## src/rtl/keypad_pkg.sv

```systemverilog
// Keypad scanner shared types, key map and defaults.
// Imported by module_keypad_scan and module_row_sync.
package keypad_pkg;

  localparam int SCAN_DIV_DEF = 27000;
  localparam int DEBOUNCE_DEF = 270000;
  localparam int REPEAT_DEF   = 13500000;

  typedef enum logic [1:0] {
    SCAN,
    DEBOUNCE,
    HOLD,
    RELEASE
  } state_e;

  typedef logic [3:0] code_t;

  // [row][col] -> key code; '*' is E, '#' is F
  localparam code_t KEY_MAP [4][4] = '{
    '{4'h1, 4'h2, 4'h3, 4'hA},
    '{4'h4, 4'h5, 4'h6, 4'hB},
    '{4'h7, 4'h8, 4'h9, 4'hC},
    '{4'hE, 4'h0, 4'hF, 4'hD}
  };

  // Index of the lowest active-low row; rows must not be all high
  function automatic logic [1:0] low_row(
    input logic [3:0] rows
  );
    logic [1:0] idx;
    idx = 2'd3;
    if (!rows[2]) idx = 2'd2;
    if (!rows[1]) idx = 2'd1;
    if (!rows[0]) idx = 2'd0;
    return idx;
  endfunction

endpackage

```

## src/rtl/module_row_sync.sv

```systemverilog
// Two-flop synchroniser for the four keypad row inputs.
// Resets to all-high so an idle keypad reads as no key.
import keypad_pkg::*;

module module_row_sync (
  input  logic       clk,
  input  logic       rst_n,
  input  logic [3:0] d_i,
  output logic [3:0] q_o
);

  logic [3:0] meta_q;
  logic [3:0] sync_q;

  // Double-register the asynchronous rows
  always_ff @(posedge clk) begin
    if (!rst_n) begin
      meta_q <= 4'hF;
      sync_q <= 4'hF;
    end else begin
      meta_q <= d_i;
      sync_q <= meta_q;
    end
  end

  assign q_o = sync_q;

endmodule

```

## src/rtl/module_keypad_scan.sv

```systemverilog
// 4x4 keypad scanner: column scan, row debounce, key code + strobe.
// Optional macro KEY_REPEAT_EN adds auto-repeat strobes while held.
import keypad_pkg::*;

module module_keypad_scan #(
  parameter int SCAN_DIV        = SCAN_DIV_DEF,
  parameter int DEBOUNCE_CYCLES = DEBOUNCE_DEF,
  parameter int REPEAT_CYCLES   = REPEAT_DEF
) (
  input  logic       clk,
  input  logic       rst_n,
  input  logic [3:0] row_in,
  output logic [3:0] col_out,
  output logic [3:0] key_code,
  output logic       key_valid,
  output logic       key_held
);

  localparam int MAX_A =
    (SCAN_DIV > DEBOUNCE_CYCLES) ?
    SCAN_DIV : DEBOUNCE_CYCLES;
  localparam int MAXP =
    (MAX_A > REPEAT_CYCLES) ?
    MAX_A : REPEAT_CYCLES;
  localparam int CW = $clog2(MAXP) + 1;

  localparam logic [CW-1:0] SCAN_LAST =
    CW'(SCAN_DIV - 1);
  localparam logic [CW-1:0] DEB_LAST =
    CW'(DEBOUNCE_CYCLES - 1);

  logic [3:0]    row_s;
  state_e        state_q, state_d;
  logic [1:0]    col_q, col_d;
  logic [1:0]    row_q, row_d;
  logic [CW-1:0] cnt_q, cnt_d;
  code_t         code_q, code_d;
  logic          valid_q, valid_d;
  logic          held_q, held_d;

`ifdef KEY_REPEAT_EN
  localparam logic [CW-1:0] REP_LAST =
    CW'(REPEAT_CYCLES - 1);
  logic [CW-1:0] rep_q, rep_d;
`endif

  module_row_sync u_sync (
    .clk  (clk),
    .rst_n(rst_n),
    .d_i  (row_in),
    .q_o  (row_s)
  );

  // Next-state: scan dwell, debounce, hold and release tracking
  always_comb begin
    state_d = state_q;
    col_d   = col_q;
    row_d   = row_q;
    cnt_d   = cnt_q;
    code_d  = code_q;
    valid_d = 1'b0;
`ifdef KEY_REPEAT_EN
    rep_d   = rep_q;
`endif
    unique case (state_q)
      SCAN: begin
        if (cnt_q == SCAN_LAST) begin
          cnt_d = '0;
          if (row_s != 4'hF) begin
            row_d   = low_row(row_s);
            state_d = DEBOUNCE;
          end else begin
            col_d = col_q + 2'd1;
          end
        end else begin
          cnt_d = cnt_q + 1'b1;
        end
      end
      DEBOUNCE: begin
        if (row_s[row_q]) begin
          state_d = SCAN;
          cnt_d   = '0;
          col_d   = col_q + 2'd1;
        end else if (cnt_q == DEB_LAST) begin
          code_d  = KEY_MAP[row_q][col_q];
          valid_d = 1'b1;
          state_d = HOLD;
          cnt_d   = '0;
`ifdef KEY_REPEAT_EN
          rep_d   = '0;
`endif
        end else begin
          cnt_d = cnt_q + 1'b1;
        end
      end
      HOLD: begin
        if (row_s[row_q]) begin
          state_d = RELEASE;
          cnt_d   = '0;
        end
`ifdef KEY_REPEAT_EN
        else if (rep_q == REP_LAST) begin
          rep_d   = '0;
          valid_d = 1'b1;
        end else begin
          rep_d = rep_q + 1'b1;
        end
`endif
      end
      RELEASE: begin
        if (row_s != 4'hF) begin
          state_d = HOLD;
`ifdef KEY_REPEAT_EN
          rep_d   = '0;
`endif
        end else if (cnt_q == DEB_LAST) begin
          state_d = SCAN;
          cnt_d   = '0;
          col_d   = col_q + 2'd1;
        end else begin
          cnt_d = cnt_q + 1'b1;
        end
      end
      default: begin
        state_d = SCAN;
        cnt_d   = '0;
      end
    endcase
    held_d = (state_d == HOLD) ||
             (state_d == RELEASE);
  end

  // State and output registers
  always_ff @(posedge clk) begin
    if (!rst_n) begin
      state_q <= SCAN;
      col_q   <= 2'd0;
      row_q   <= 2'd0;
      cnt_q   <= '0;
      code_q  <= 4'h0;
      valid_q <= 1'b0;
      held_q  <= 1'b0;
    end else begin
      state_q <= state_d;
      col_q   <= col_d;
      row_q   <= row_d;
      cnt_q   <= cnt_d;
      code_q  <= code_d;
      valid_q <= valid_d;
      held_q  <= held_d;
    end
  end

`ifdef KEY_REPEAT_EN
  // Auto-repeat period counter
  always_ff @(posedge clk) begin
    if (!rst_n) rep_q <= '0;
    else        rep_q <= rep_d;
  end
`endif

  assign col_out   = ~(4'b0001 << col_q);
  assign key_code  = code_q;
  assign key_valid = valid_q;
  assign key_held  = held_q;

endmodule

```

## config.mk

```make
export PLATFORM = sky130hd
export DESIGN_NAME = module_keypad_scan
export DESIGN_NICKNAME = d
export VERILOG_FILES = /design/src/rtl/keypad_pkg.sv /design/src/rtl/module_row_sync.sv /design/src/rtl/module_keypad_scan.sv
export SDC_FILE = /design/constraint.sdc
export NUM_CORES = 1
export LEC_CHECK = 0
export CAP_MARGIN = 0
export CORE_MARGIN = 4
export CORE_UTILIZATION = 34
export DETAILED_ROUTE_END_ITERATION = 12
export GPL_TIMING_DRIVEN = 1
export SETUP_SLACK_MARGIN = 0.15
export SLEW_MARGIN = 20
export SYNTH_ARGS = -nofsm -noshare
export SYNTH_HDL_FRONTEND = slang
export SYNTH_SLANG_ARGS = --single-unit
```

## constraint.sdc

```tcl
create_clock -name clk -period 3.1 [get_ports clk]
set_clock_uncertainty 0.1 [all_clocks]
set_input_delay 0.62 -clock clk [delete_from_list [all_inputs] [get_ports clk]]
set_output_delay 0.62 -clock clk [all_outputs]
set_load 0.02 [all_outputs]
```

# == After elaboration in Yosys (flattened, before gate mapping) ==
# Cells that the tools add are included.
# totals
in_bits,6
wordCells,75
reg_bits,45
out_inout_bits,10
# op_classes
bitwise_logic,6
n_mux,32
n_reduce_logical,8
n_shift,1
n_eq_ne,14
addsub,2
order_cmp,3
# ops
op,count
$mux 25,5
$pmux 25 s4,1
$bmux 16 s2,1
$mux 16,2
$mux 2,14
$add 25x1->25 const B,1
$eq 25x15->1 const B,1
$eq 25x19->1 const B,1
$ne 2x2->1 const B,6
$bmux 4 s2,1
$eq 2x2->1 const B,4
$mux 4,2
$pmux 2 s4,1
$ge 3x3->1 const B,2
$not 2->3,2
$pmux 2 s3,1
$reduce_and 3->1,2
$reduce_and 6->1,1
$ne 4x4->1 const B,1
$not 4->4,1
$shl 1x2->4 const A,1
$lt 2x3->1 const B,1
$mux 1,3
$not 1->1,3
8 further kinds,8

# == Logic depth before layout (Yosys ltp) ==
# Gate-level depths: netlist of run 1.
# logic_depth
word_depth,7
ltp_mapped,9
depth_no_buf,6

# == Cells and area by module ==
# Synthesis of run 1 repeated with hierarchy kept, for this count alone.
# unflattened
hier_cells,265
area_unflattened_um2,2294.7
# modules_own_cells
mod,instances,seq_area_each_um2,cells_per_inst,area_per_inst_um2
module_keypad_scan,1,740.7,249,2084.5
module_row_sync,1,160.2,16,210.2

# == Worst setup path after synthesis of run 1 ==
# Ideal clock, no wire load.
# synth_path
kind,reg2reg
from,register cnt_q[0]
to,register code_q[0] (netlist: key_code[0])
required_ns,2.934
arrival_time_ns,2.020
n_path_buf,2
setup_slack_ns,0.914
path_stages_with_launch,9
setup_time_ns,0.066
synth_period_minus_slack_ns,2.186
cell_sequence,dfxtp_1 -> ha_1 -> and4_1 -> clkbuf_1 -> nand4_1 -> or3b_1 -> buf_6 -> a211o_1 -> a21boi_2
# synth_via
elab_chain_cells,2
# synth_lines
element,line,rtl
"start, declared",module_keypad_scan.sv:36,"logic [CW-1:0] cnt_q, cnt_d;"
"start signal, assigned",module_keypad_scan.sv:147,cnt_q <= cnt_d;
$eq 25x19->1,module_keypad_scan.sv:84,end else if (cnt_q == DEB_LAST) begin
$reduce_and 3->1 (no line),--,
"end signal, assigned",module_keypad_scan.sv:148,code_q <= code_d;
"end, declared",module_keypad_scan.sv:37,"code_t code_q, code_d;"
# No other way between the ends.
# A chain may end at the register's enable or synchronous reset.

# == Worst setup path after layout of run 1 ==
# layout_path
from,register col_q[0]
to,output col_out[2]
# layout_via
elab_chain_cells,2
# layout_lines
element,line,rtl
"start, declared",module_keypad_scan.sv:34,"logic [1:0] col_q, col_d;"
"start signal, assigned",module_keypad_scan.sv:145,col_q <= col_d;
$shl 1x2->4,module_keypad_scan.sv:162,assign col_out = ~(4'b0001 << col_q);
$not 4->4,module_keypad_scan.sv:162,
"end, declared",module_keypad_scan.sv:13,"output logic [3:0] col_out,"
# No other way between the ends.

==> results of run 1 <==
[cell families (layout without fill, tap and decap cells)]
group / Yosys count / after routing / share of synthesized area (%)
AOI/OAI and AO/OA: 46 / 46 / 14.25
xor gates and xnor gates: 26 / 26 / 9.935
adders and majority gates: 5 / 5 / 2.729
buffers and inverters: 27 / 36 / 5.458
DFF: 45 / 45 / 39.30
muxes: 6 / 6 / 3.166
and+or+nand+nor: 105 / 105 / 25.16
[cell usage after synthesis (4+ instances only)]
master | count | share of area, %
dfxtp_1 | 45 | 39
nor2_1 | 28 | 4.6
xnor2_1 | 26 | 9.9
nand3_1 | 15 | 3.3
a21oi_1 | 13 | 2.8
nand2_1 | 12 | 2.0
nand4_1 | 10 | 2.7
clkbuf_1 | 9 | 1.5
inv_1 | 9 | 1.5
nand2b_1 | 9 | 2.5
a211oi_1 | 8 | 2.6
and4_1 | 7 | 2.7
a2111oi_0 | 6 | 2.3
buf_2 | 6 | 1.3
ha_1 | 5 | 2.7
mux2i_1 | 5 | 2.2
nor2b_1 | 5 | 1.4
and3_1 | 4 | 1.1
[per-stage QoR]
| stage | worst slack (ps) | total power [W] |
|---|---|---|
| 2_1_floorplan | 913.9 | 0.0006299 |
| 3_3_place_gp | 741.6 | 0.0006443 |
| 3_5_place_dp | 709.9 | 0.0006449 |
| 4_1_cts | 548.4 | 0.001028 |
| 5_1_grt | 443.6 | 0.001060 |
| 6_report | 543.9 | 0.001008 |
[worst paths after layout]
check             cells past startpoint       endpoint             start
setup / recovery                      4     col_out[2]          col_q[0]
hold / removal                        1  u_sync.q_o[2]  u_sync.meta_q[2]
setup reg to reg                      6    key_code[0]          cnt_q[0]
hold reg to reg                       1  u_sync.q_o[2]  u_sync.meta_q[2]
[sequential cells by signal, indices dropped and copies added (netlist names)]
| name | count |
|---|---|
| u_sync.meta_q | 4 |
| cnt_q | 25 |
| key_held | 1 |
| key_code | 4 |
| col_q | 2 |
| state_q | 2 |
| row_q | 2 |
| key_valid | 1 |
| u_sync.q_o | 4 |
[critical path, delay by kind of cell, from the launching register on]
kind                       cells  cell delay (ps)
buffers and inverters          3              800
DFF                            1              510
adders and majority gates      1              220
[routing by layer]
| layer | vias up | share of wire [%] |
|---|---|---|
| met1 | 853 | 53 |
| met4 | 0 | 0.80 |
| met5 | - | 0 |
| li1 | 935 | - |
| met2 | 21 | 43 |
| met3 | 2 | 2.9 |
[final cells by class]
class | instances | area share (%)
clock buffers | 5 | 2.663
clock inverters | 3 | 0.9685
inverters | 9 | 1.308
multi-input cells | 188 | 49.01
flip-flops and latches | 45 | 34.87
well taps | 77 | 3.729
repair buffers | 19 | 7.458
[power groups by stage]
stage	logic, W	clock network, W	registers [W]
detailed placement	0.0000382	0	0.000607
CTS	0.0000384	0.000396	0.000593
global route	0.0000428	0.000423	0.000595
global placement	0.0000378	0	0.000607
floorplan	0.0000262	0	0.000604
finish	0.0000377	0.000377	0.000593
==> metrics, run 1 <==
worst slew pin tran=587.2 ps; total congestion overflow=0; CP endpoint kind=output port; critical-path cell list=inv_1, ha_1, inv_1, clkdlybuf4s50_1; Mapped Cells=260; post-route ant nets=0; CP Data Arrival Time=1840 ps; switch share=23.58%; diode count=0; Site Rows=29; kind of critical path=reg2out; Area Growth Syn to Fin=12.72%; outcome=completed; Most used DFF post-synth=dfxtp_1; f_max=between 0.3 and 0.4 GHz; # setup viols final=0; share of cells above drive strength 1=6.320%; Final Hold Viols=0; drt via density=approximately 5.2; unrepaired setup endpoints after global routing=false; critical path's largest stage delay=~590 ps; starting density of the core=35.49%; crit path max fanout=9; Num CTS Buffers=5; Root Driver=clkbuf_8; min cycle time layout=2556 ps; Post-Route Setup TNS=0 ps; pwr dens=between 300 and 400 nW/um^2; NetSw=0.0002377 W; CP dominant cell by count=inv_1; input/output buffers=15; Wirelength per Cell=12.95 um; detailed placement HPWL=about 3.1 mm; EDFF count, synth=0; most frequent cells in the layout=45 x dfxtp_1, 28 x nor2_1, 26 x xnor2_1, 15 x nand3_1, 15 x clkdlybuf4s50_1; First DRT Iteration DRCs=slightly above 90; GRT busiest layer=met2; max-slew violation count=0; Seq/Total Area, Yosys=39.30%; register area=roughly 900 um^2; worst hold-check path type=reg2reg; Lkg Pwr=0.8549 nW; Post-CTS Setup Bufs=0; Critical Path Start Type=flip-flop; M3 GR Usage=3.005%; hold_buf cts=0; routed vias=approximately 1,800; initial antenna violation count=0; Die ar.=8120 um^2; num ports=16; die width=90.11 um; GR Util met2=between 10% and 20%; gp weighted congestion=0.7605; area of the multi-input gates=1266 um^2; Yosys Warn Count=0; Die Ht=between 90 and 100 um; Clk network pwr share=37.4%; Int Pwr=roughly 0.00077 W; commonest non-fill, non-tap cell in the layout=dfxtp_1; number of global-route vias before repair=1,635; Gate power share=3.7%; placed cell count=338; syn_nets=271; Crit path required time=2380 ps; 1st-pass router iterations=4; Mapped Avg Cell Area=8.816 um^2; Core Box Area=6459 um^2; final WL=4.479 mm; Period Utilization, post-route=82.45%; Reg power frac=58.8%; Slew HR=60.30%; worst skew pair latency=300 ps; slowest CP cell=clkdlybuf4s50_1; first-pass GRT wire length=7.576 mm; Async S/R FF share, synth=0%; GRT Resource Usage Total=11.12%; clk buf depth=2; placed cell area=~2500 um^2; Clock Pin Slew Worst Setup and Hold Paths=90 ps; final hold slack=312.1 ps; FILL cells=673; DRC=0; Final Instance Count excl. Fillers=346; Final Cell Area=2584 um^2; Post-CTS Resized=0; TritonCTS clock tree=yes; register bit total from synthesis=45; CTS sink cnt=45; Max-cap violations=0; VDD IR max=0.0001539 V; grt met1 use=about 15%; final core utilization=roughly two fifths; synthesized area=2292 um^2; htree depth=2; r2r setup slk=680 ps; Distinct cells, synth=41; largest net degree at the start of global routing=27; fin nets=279
Note: power is estimated with default switching activity, not from simulation.
==> inputs of run 2 (changes only) <==
==> constraint.sdc (replaced) <==
create_clock -name clk -period 2.1 [get_ports clk]
set_clock_uncertainty 0.1 [all_clocks]
set_input_delay 0.42 -clock clk [delete_from_list [all_inputs] [get_ports clk]]
set_output_delay 0.42 -clock clk [all_outputs]
set_load 0.02 [all_outputs]
==> run 2 against run 1 <==
Net effect:
- die area stayed put
- final cell count is 9.5% higher
- non-clock buffer count is 33 higher
- hold slack worse by 2.2 ps
- core utilization is 5.9 points higher
- total power is 48% higher
- via count is 9.9% higher
- clock-buffer cell count is 1 higher
- cell area is 15% higher
- register-to-register slack worse by 590 ps
- global-route usage is 1.1 points higher
- clock power is 38% higher
==> metrics, run 2 (synthesized netlist as in run 1, its figures left out) <==
Max-cap violations=0; 1st-pass router iterations=4; Root Driver=clkbuf_8; final WL=4.969 mm; min cycle time layout=2009 ps; First DRT Iteration DRCs=63; Worst Min Path Start=u_sync.meta_q[1]; final core utilization=a little under half; Crit path required time=2240 ps; most frequent cells in the layout=39 x dfxtp_1, 31 x buf_4, 26 x xnor2_1, 25 x nor2_1, 15 x nand3_1; diode count=0; pwr dens=502.7 nW/um^2; input/output buffers=15; worst r2r path cells=5; Wirelength per Cell=13.11 um; NetSw=0.0003402 W; Num CTS Buffers=5; share of cells above drive strength 1=22.19%; Crit Reg-Reg Startpoint=row_q[0]; max-slew violation count=0; Post-Route Setup TNS=0 ps; switch share=between 20% and 30%; Area Growth Syn to Fin=29.42%; GR Util met2=19.17%; initial antenna violation count=0; worst skew pair latency=300 ps; Site Rows=29; CP endpoint kind=flip-flop; Slew HR=67.32%; post-route ant nets=0; largest net degree at the start of global routing=26; f_max=0.4978 GHz; fin nets=~310; Die ar.=8120 um^2; Final Instance Count excl. Fillers=379; Clk network pwr share=35.0%; worst slew pin tran=477.9 ps; worst hold-check path type=reg2reg; Critical Path Start Type=flip-flop; outcome=completed; clk buf depth=2; crit path max fanout=3; Reg power frac=approximately 59%; Biggest register=cnt_q; detailed placement HPWL=~3.4 mm; commonest non-fill, non-tap cell in the layout=dfxtp_1; gp weighted congestion=just under 0.8; htree depth=2; VDD IR max=0.0003007 V; # setup viols final=0; GRT busiest layer=met2; placed cell count=362; drt via density=about 5.3; unrepaired setup endpoints after global routing=true; GRT Resource Usage Total=12.21%; num ports=16; DRC=0; first-pass GRT wire length=8.424 mm; TritonCTS clock tree=yes; Die Ht=90.11 um; M3 GR Usage=under 10%; Gate power share=between 6 and 7%; Int Pwr=0.001151 W; Lkg Pwr=1.054 nW; setup slack after layout=roughly 90 ps; CP Data Arrival Time=2150 ps; total congestion overflow=0; Clock Pin Slew Worst Setup and Hold Paths=80 ps; Core Box Area=6459 um^2; kind of critical path=reg2reg; DP Worst Slack=65.23 ps; Hold Path Depth=1; number of global-route vias before repair=1,859; routed vias=1,990; grt met1 use=16.33%; max FFs per register=25; Period Utilization, post-route=95.66%; CP startpoint=row_q[0]; die width=roughly 90 um; starting density of the core=35.49%; Final Hold Viols=0; hold_buf cts=0; CTS sink cnt=45
run 2: cell type report:
type                    count  area, um^2
clock buffers               6       72.57
clock inverters             2       10.01
inverters                   9       33.78
well taps                  77       96.34
multi-input cells         188        1355
repair buffers             52       490.5
fillers                   632        3492
flip-flops and latches     45       908.4
run 2: what timing repair did:
item	4_1_cts	5_1_grt
pin swaps	2	4
resized for setup	11	20
gates cloned	0	3
setup endpoints to repair	38	35
setup buffers	2	4
run 2: stage by stage:
| step | instance area [um^2] | power, W | hold WS, ps |
|---|---|---|---|
| after floorplan | 2302 | 0.0009315 | 286.3 |
| after global placement | 2688 | 0.0009597 | 288.1 |
| after detailed placement | 2688 | 0.0009611 | 295.1 |
| after CTS | 2811 | 0.001489 | 313.7 |
| after global routing | 2967 | 0.001545 | 318.9 |
| final | 2967 | 0.001491 | 310.0 |
run 2: power groups by stage:
stage	clock network [W]	logic, W	registers (W)
2_1_floorplan	0	0.0000399	0.000892
3_3_place_gp	0	0.0000691	0.000891
3_5_place_dp	0	0.0000698	0.000891
4_1_cts	0.000543	0.0000732	0.000873
5_1_grt	0.000565	0.000105	0.000875
6_report	0.000522	0.0000965	0.000873
run 2: worst max-delay path: stages (launching register included):
cell      delay, ps
dfxtp_2         340
mux4_2          570
nor3_4          140
or3b_4          410
a211o_1         260
a21boi_2        130
run 2: path summary, 6_finish.rpt:
check             slack (ps)             to
setup / recovery          90    key_code[0]
hold / removal           310  u_sync.q_o[1]
setup reg to reg          90    key_code[0]
hold reg to reg          310  u_sync.q_o[1]
run 2: routing by layer:
| metal | up-vias | wire [um] | share of wire (%) |
|---|---|---|---|
| li1 | 1004 | - | - |
| met1 | 936 | 2399 | 48 |
| met2 | 43 | 2255 | 45 |
| met3 | 7 | 241 | 4.9 |
| met4 | 0 | 74 | 1.5 |
| met5 | - | 0 | 0 |
==> patch 1, RTL diff (config.mk and constraints of run 1) <==
Build with the macro `KEY_REPEAT_EN` defined.
--- a/src/rtl/module_keypad_scan.sv
+++ b/src/rtl/module_keypad_scan.sv
@@ -2,2 +2,4 @@
 // Optional macro KEY_REPEAT_EN adds auto-repeat strobes while held.
+`define KEY_REPEAT_EN
+
 import keypad_pkg::*;
Formal check against the unedited RTL: no difference found for any inputs over 10 cycles, from zero or initial values and one cycle with rst_n low; that may be too few to reach the edited logic, so the function may still have changed.
==> patch 1 against run 1 <==
  * Global-route usage rose by 3.5 points
  * Critical endpoint is now rep_q[9]
  * Maximum frequency is 5.3% lower
  * Power up 110%
  * Sequential cell count up 25
  * Critical path depth up 3
  * Via count is 91% higher
  * Wire length grew 99%
  * Design area rose by 69%
  * Area after synthesis up 65%
  * Setup slack got worse by 140 ps
==> patch 1: results (changes against run 1) <==
Clock insertion delay at the later pin of the skew report - 350 ps (+50 ps)
Ratio of cells with drive above 1 in the final layout - 8.266% (+1.9 points)
Met3 usage - 3.448% (+0.44 points)
Mux contribution to synthesized area - 1.948% (-1.2 points)
LEAKAGE - 1.474 nW (+72%)
GRT Total Usage - 14.61% (+3.5 points)
Worst Tran Pin Value - 693.5 ps (+106.4 ps)
Critical path arrival - 2880 ps (+1040 ps)
Synth area leaders - dfxtp_1, nor2_1, nand3_1
Met2 Track Usage GR - 23.44% (+6.6 points)
Global-route wire length before repair - 15.55 mm (+110%)
Sequential fraction of the synthesis area - 36.98% (-2.3 points)
WL met1 - 4.278 mm (+79%)
VDD IR-drop max - 301.9 uV (+96%)
Iteration-0 DRC Markers - 190 (+110%)
Gpl congestion - 0.8385 (+10%)
Post-DP HPWL - 6.250 mm (+100%)
Port bufs - 15 (unchanged)
Vias post-DR - 3,460 (+91%)
Post-synthesis adder-cell area fraction - 3.962% (+1.2 points)
Critical path's slowest cell - mux4_2
Layout Nets - 509 (+82%)
Most frequent cells after synthesis - dfxtp_1, nor2_1, nand2_1, nand3_1, a21oi_1
H-tree levels - 3 (+1)
Total CTS buffers - 9 (+4)
Fillers - 1,118 (+66%)
DRT Wirelength - 8.924 mm (+99%)
Post-synth cell types - 52 (+27%)
Routing usage on met1 - 19.31% (+4.2 points)
CP Launch Point - row_q[0]
CP Max Fanout - 23 (+14)
Largest net degree at the start of global routing - 25 (-7.4%)
Biggest regs - cnt_q: 25 flops, rep_q: 25 flops
Crit path max-delay family - simple AND/OR/NAND/NOR gates
Status - finished clean
Synth Area in XOR/XNOR - 3.466% (-6.5 points)
DR pass1 iterations - 4 (unchanged)
Post-Syn Nets - 493 (+82%)
Min-delay src - u_sync.meta_q[1]
Routed wl met2 - 4.158 mm (+120%)
Compound-Gate Fraction of Synth Area - 18.52% (+4.3 points)
Vias in the first global route - 3,335 (+100%)
Met3 Routed Length - 358 um (+180%)
## patch 1: cell types whose count changed in the layout (fill, tap and decap cells not counted), sizes merged, moves of 18 or more
cell	delta
xnor2	-18
o21ai	+24
nand2	+20
or3	+18
dfxtp	+25
## patch 1: worst paths after layout
check	endpoint	slack [ps]	depth (start not counted)
setup / recovery	rep_q[9]	400	7
hold / removal	u_sync.q_o[1]	310	1
setup reg to reg	rep_q[9]	400	7
hold reg to reg	u_sync.q_o[1]	310	1
## patch 1: per-stage QoR
stage	hold slack (ps)	worst slack (ps)	cells	total power, W	area, sq um
floorplan	286.3	398.0	475	0.001181	3790
global placement	292.1	279.3	619	0.001284	4126
detailed placement	297.5	240.9	619	0.001292	4126
CTS	316.7	224.2	635	0.002110	4340
global route	337.2	227.4	636	0.002187	4364
finish	311.0	401.3	636	0.002082	4364
## patch 1: cell type report
class	count	share of cell area (%)
timing repair buffer	29	5.849
inverter	20	1.720
clock buffer	10	2.924
sequential	70	32.11
clock inverter	6	1.978
multi-input combinational	361	51.40
tap	140	4.014
## patch 1: timing repair
action / 4_1_cts / 5_1_grt
buffers inserted: 0 / 1
gates resized for setup: 0 / 2
endpoints found under the setup margin: 0 / 18
hold endpoints to repair: 0 / 0
## patch 1: cells by family after synthesis
| logic type | after synthesis |
|---|---|
| AND/OR/NAND/NOR | 217 |
| AO/OA/AOI/OAI | 111 |
| flip-flops | 70 |
| buffers and inverters | 44 |
| XOR/XNOR | 15 |
| adder cells (fa/ha/maj) | 12 |
| multiplexers | 6 |
## patch 1: report_power, final
group / internal, W / switching, W / total, W
registers: 0.000923 / 0.0000252 / 0.000948
logic: 0.000126 / 0.000199 / 0.000325
clock network: 0.000452 / 0.000357 / 0.000809
==> patch 2, RTL diff (config.mk and constraints of run 1) <==
Without the edit above. Register the output `key_valid` once more; this adds one clock of latency there. The other outputs are not delayed to match.
--- a/src/rtl/module_keypad_scan.sv
+++ b/src/rtl/module_keypad_scan.sv
@@ -163,3 +163,5 @@
   assign key_code  = code_q;
-  assign key_valid = valid_q;
+  always_ff @(posedge clk) begin
+    key_valid <= valid_q;
+  end
   assign key_held  = held_q;
Behaviour: same outputs for any inputs over 10 cycles, from zero or initial values and one cycle with rst_n low; that may be too few to reach the edited logic, so the function may still have changed.
==> patch 2 against run 1 <==
  * Via count rose by 5.2%
  * Maximum frequency down 2.9%
  * Power grew 5.6%
  * Design area up 3.9%
  * Setup slack got worse by 76 ps
  * Sequential share of layout area shrank 0.55 points
  * Non-clock buffer count unchanged
  * Area after synthesis rose by 2.6%
  * Wire length rose by 4.1%
  * Sequential power increased by 2%
  * Sequential cell count increased by 1
  * Largest cell class unchanged
  * Largest power group unchanged
==> patch 2: results (changes against run 1) <==
Post-synth cell types - 46 (+12%)
Post-Syn Nets - 279 (+3.0%)
Worst Tran Pin Value - 620.5 ps (+33.27 ps)
Clock buffer count - 8 (+3)
Global-route wire length before repair - 8.342 mm (+10%)
Gpl congestion - 0.7939 (+4.4%)
VDD IR-drop max - 163.5 uV (+6.2%)
Critical path's slowest cell - or4_4
Reg2reg path depth - 5 (-1)
Status - finished clean
Seq cells - 46 (+2.2%)
Crit path max-delay family - simple AND/OR/NAND/NOR gates
Vias in the first global route - 1,816 (+11%)
CP Max Fanout - 8 (-1)
Layout Nets - 288 (+3.2%)
Synth area leaders - dfxtp_1, xnor2_1, nor2_1
Met2 Track Usage GR - 18.70% (+1.9 points)
Hold-critical path depth - 0 (-1)
End of the worst register-to-register path - col_q[0]
Met3 usage - 2.486% (-0.52 points)
Worst Hold Endpoint - key_valid
Data buffer area share - 7.180% (-0.28 points)
Fillers - 691 (+2.7%)
Critical path arrival - 2720 ps (+880 ps)
Largest net degree at the start of global routing - 26 (-3.7%)
DRT Wirelength - 4.663 mm (+4.1%)
Pre-CTS setup slack - 500.7 ps (-209.2 ps)
==> patch 2: how the worst max path moves through the flow <==
stage                    from        end  slack [ps]
floorplan            cnt_q[4]   col_q[0]         630
global placement    cnt_q[18]   col_q[0]         560
detailed placement  cnt_q[18]   col_q[0]         500
CTS                 cnt_q[18]   col_q[0]         480
global route         cnt_q[4]  cnt_q[22]         350
finish              cnt_q[18]   col_q[0]         470
==> patch 2: kinds of logic after synthesis <==
family                   count (synthesis)  synth area share [%]
AND/OR/NAND/NOR                        110                 25.96
AO/OA/AOI/OAI                           44                 14.04
flip-flops                              46                 39.15
buffers and inverters                   31                 5.266
adder cells (fa/ha/maj)                  5                 2.660
XOR/XNOR                                23                 8.564
multiplexers                             9                 4.362
==> patch 2: metal layers <==
metal,part of all wire (%),vias to the layer above
met1,52,893
met4,1.6,0
met2,43,28
met5,0,-
met3,3.1,7
li1,-,978
==> patch 2: where the power goes <==
group	total [W]	internal [W]	leakage, nW	switching [W]
clock	0.000421	0.000225	0.0575	0.000195
sequential	0.000604	0.000598	0.373	0.00000569
combinational	0.0000396	0.0000195	0.452	0.0000201
total	0.00106	0.000843	0.883	0.000221
==> patch 2: stage by stage <==
stage          total power [W]  util [%]  cells  hold slack, ps  instance area [sq um]
2_1_floorplan        0.0006421         -    268           209.6                   2352
3_5_place_dp         0.0006585     38.09    350           218.2                   2574
4_1_cts               0.001075     39.72    358           236.7                   2684
6_report              0.001064     39.72    358           233.6                   2684
5_1_grt               0.001109     39.72    358           250.5                   2684
3_3_place_gp         0.0006579     38.09    350           213.3                   2574
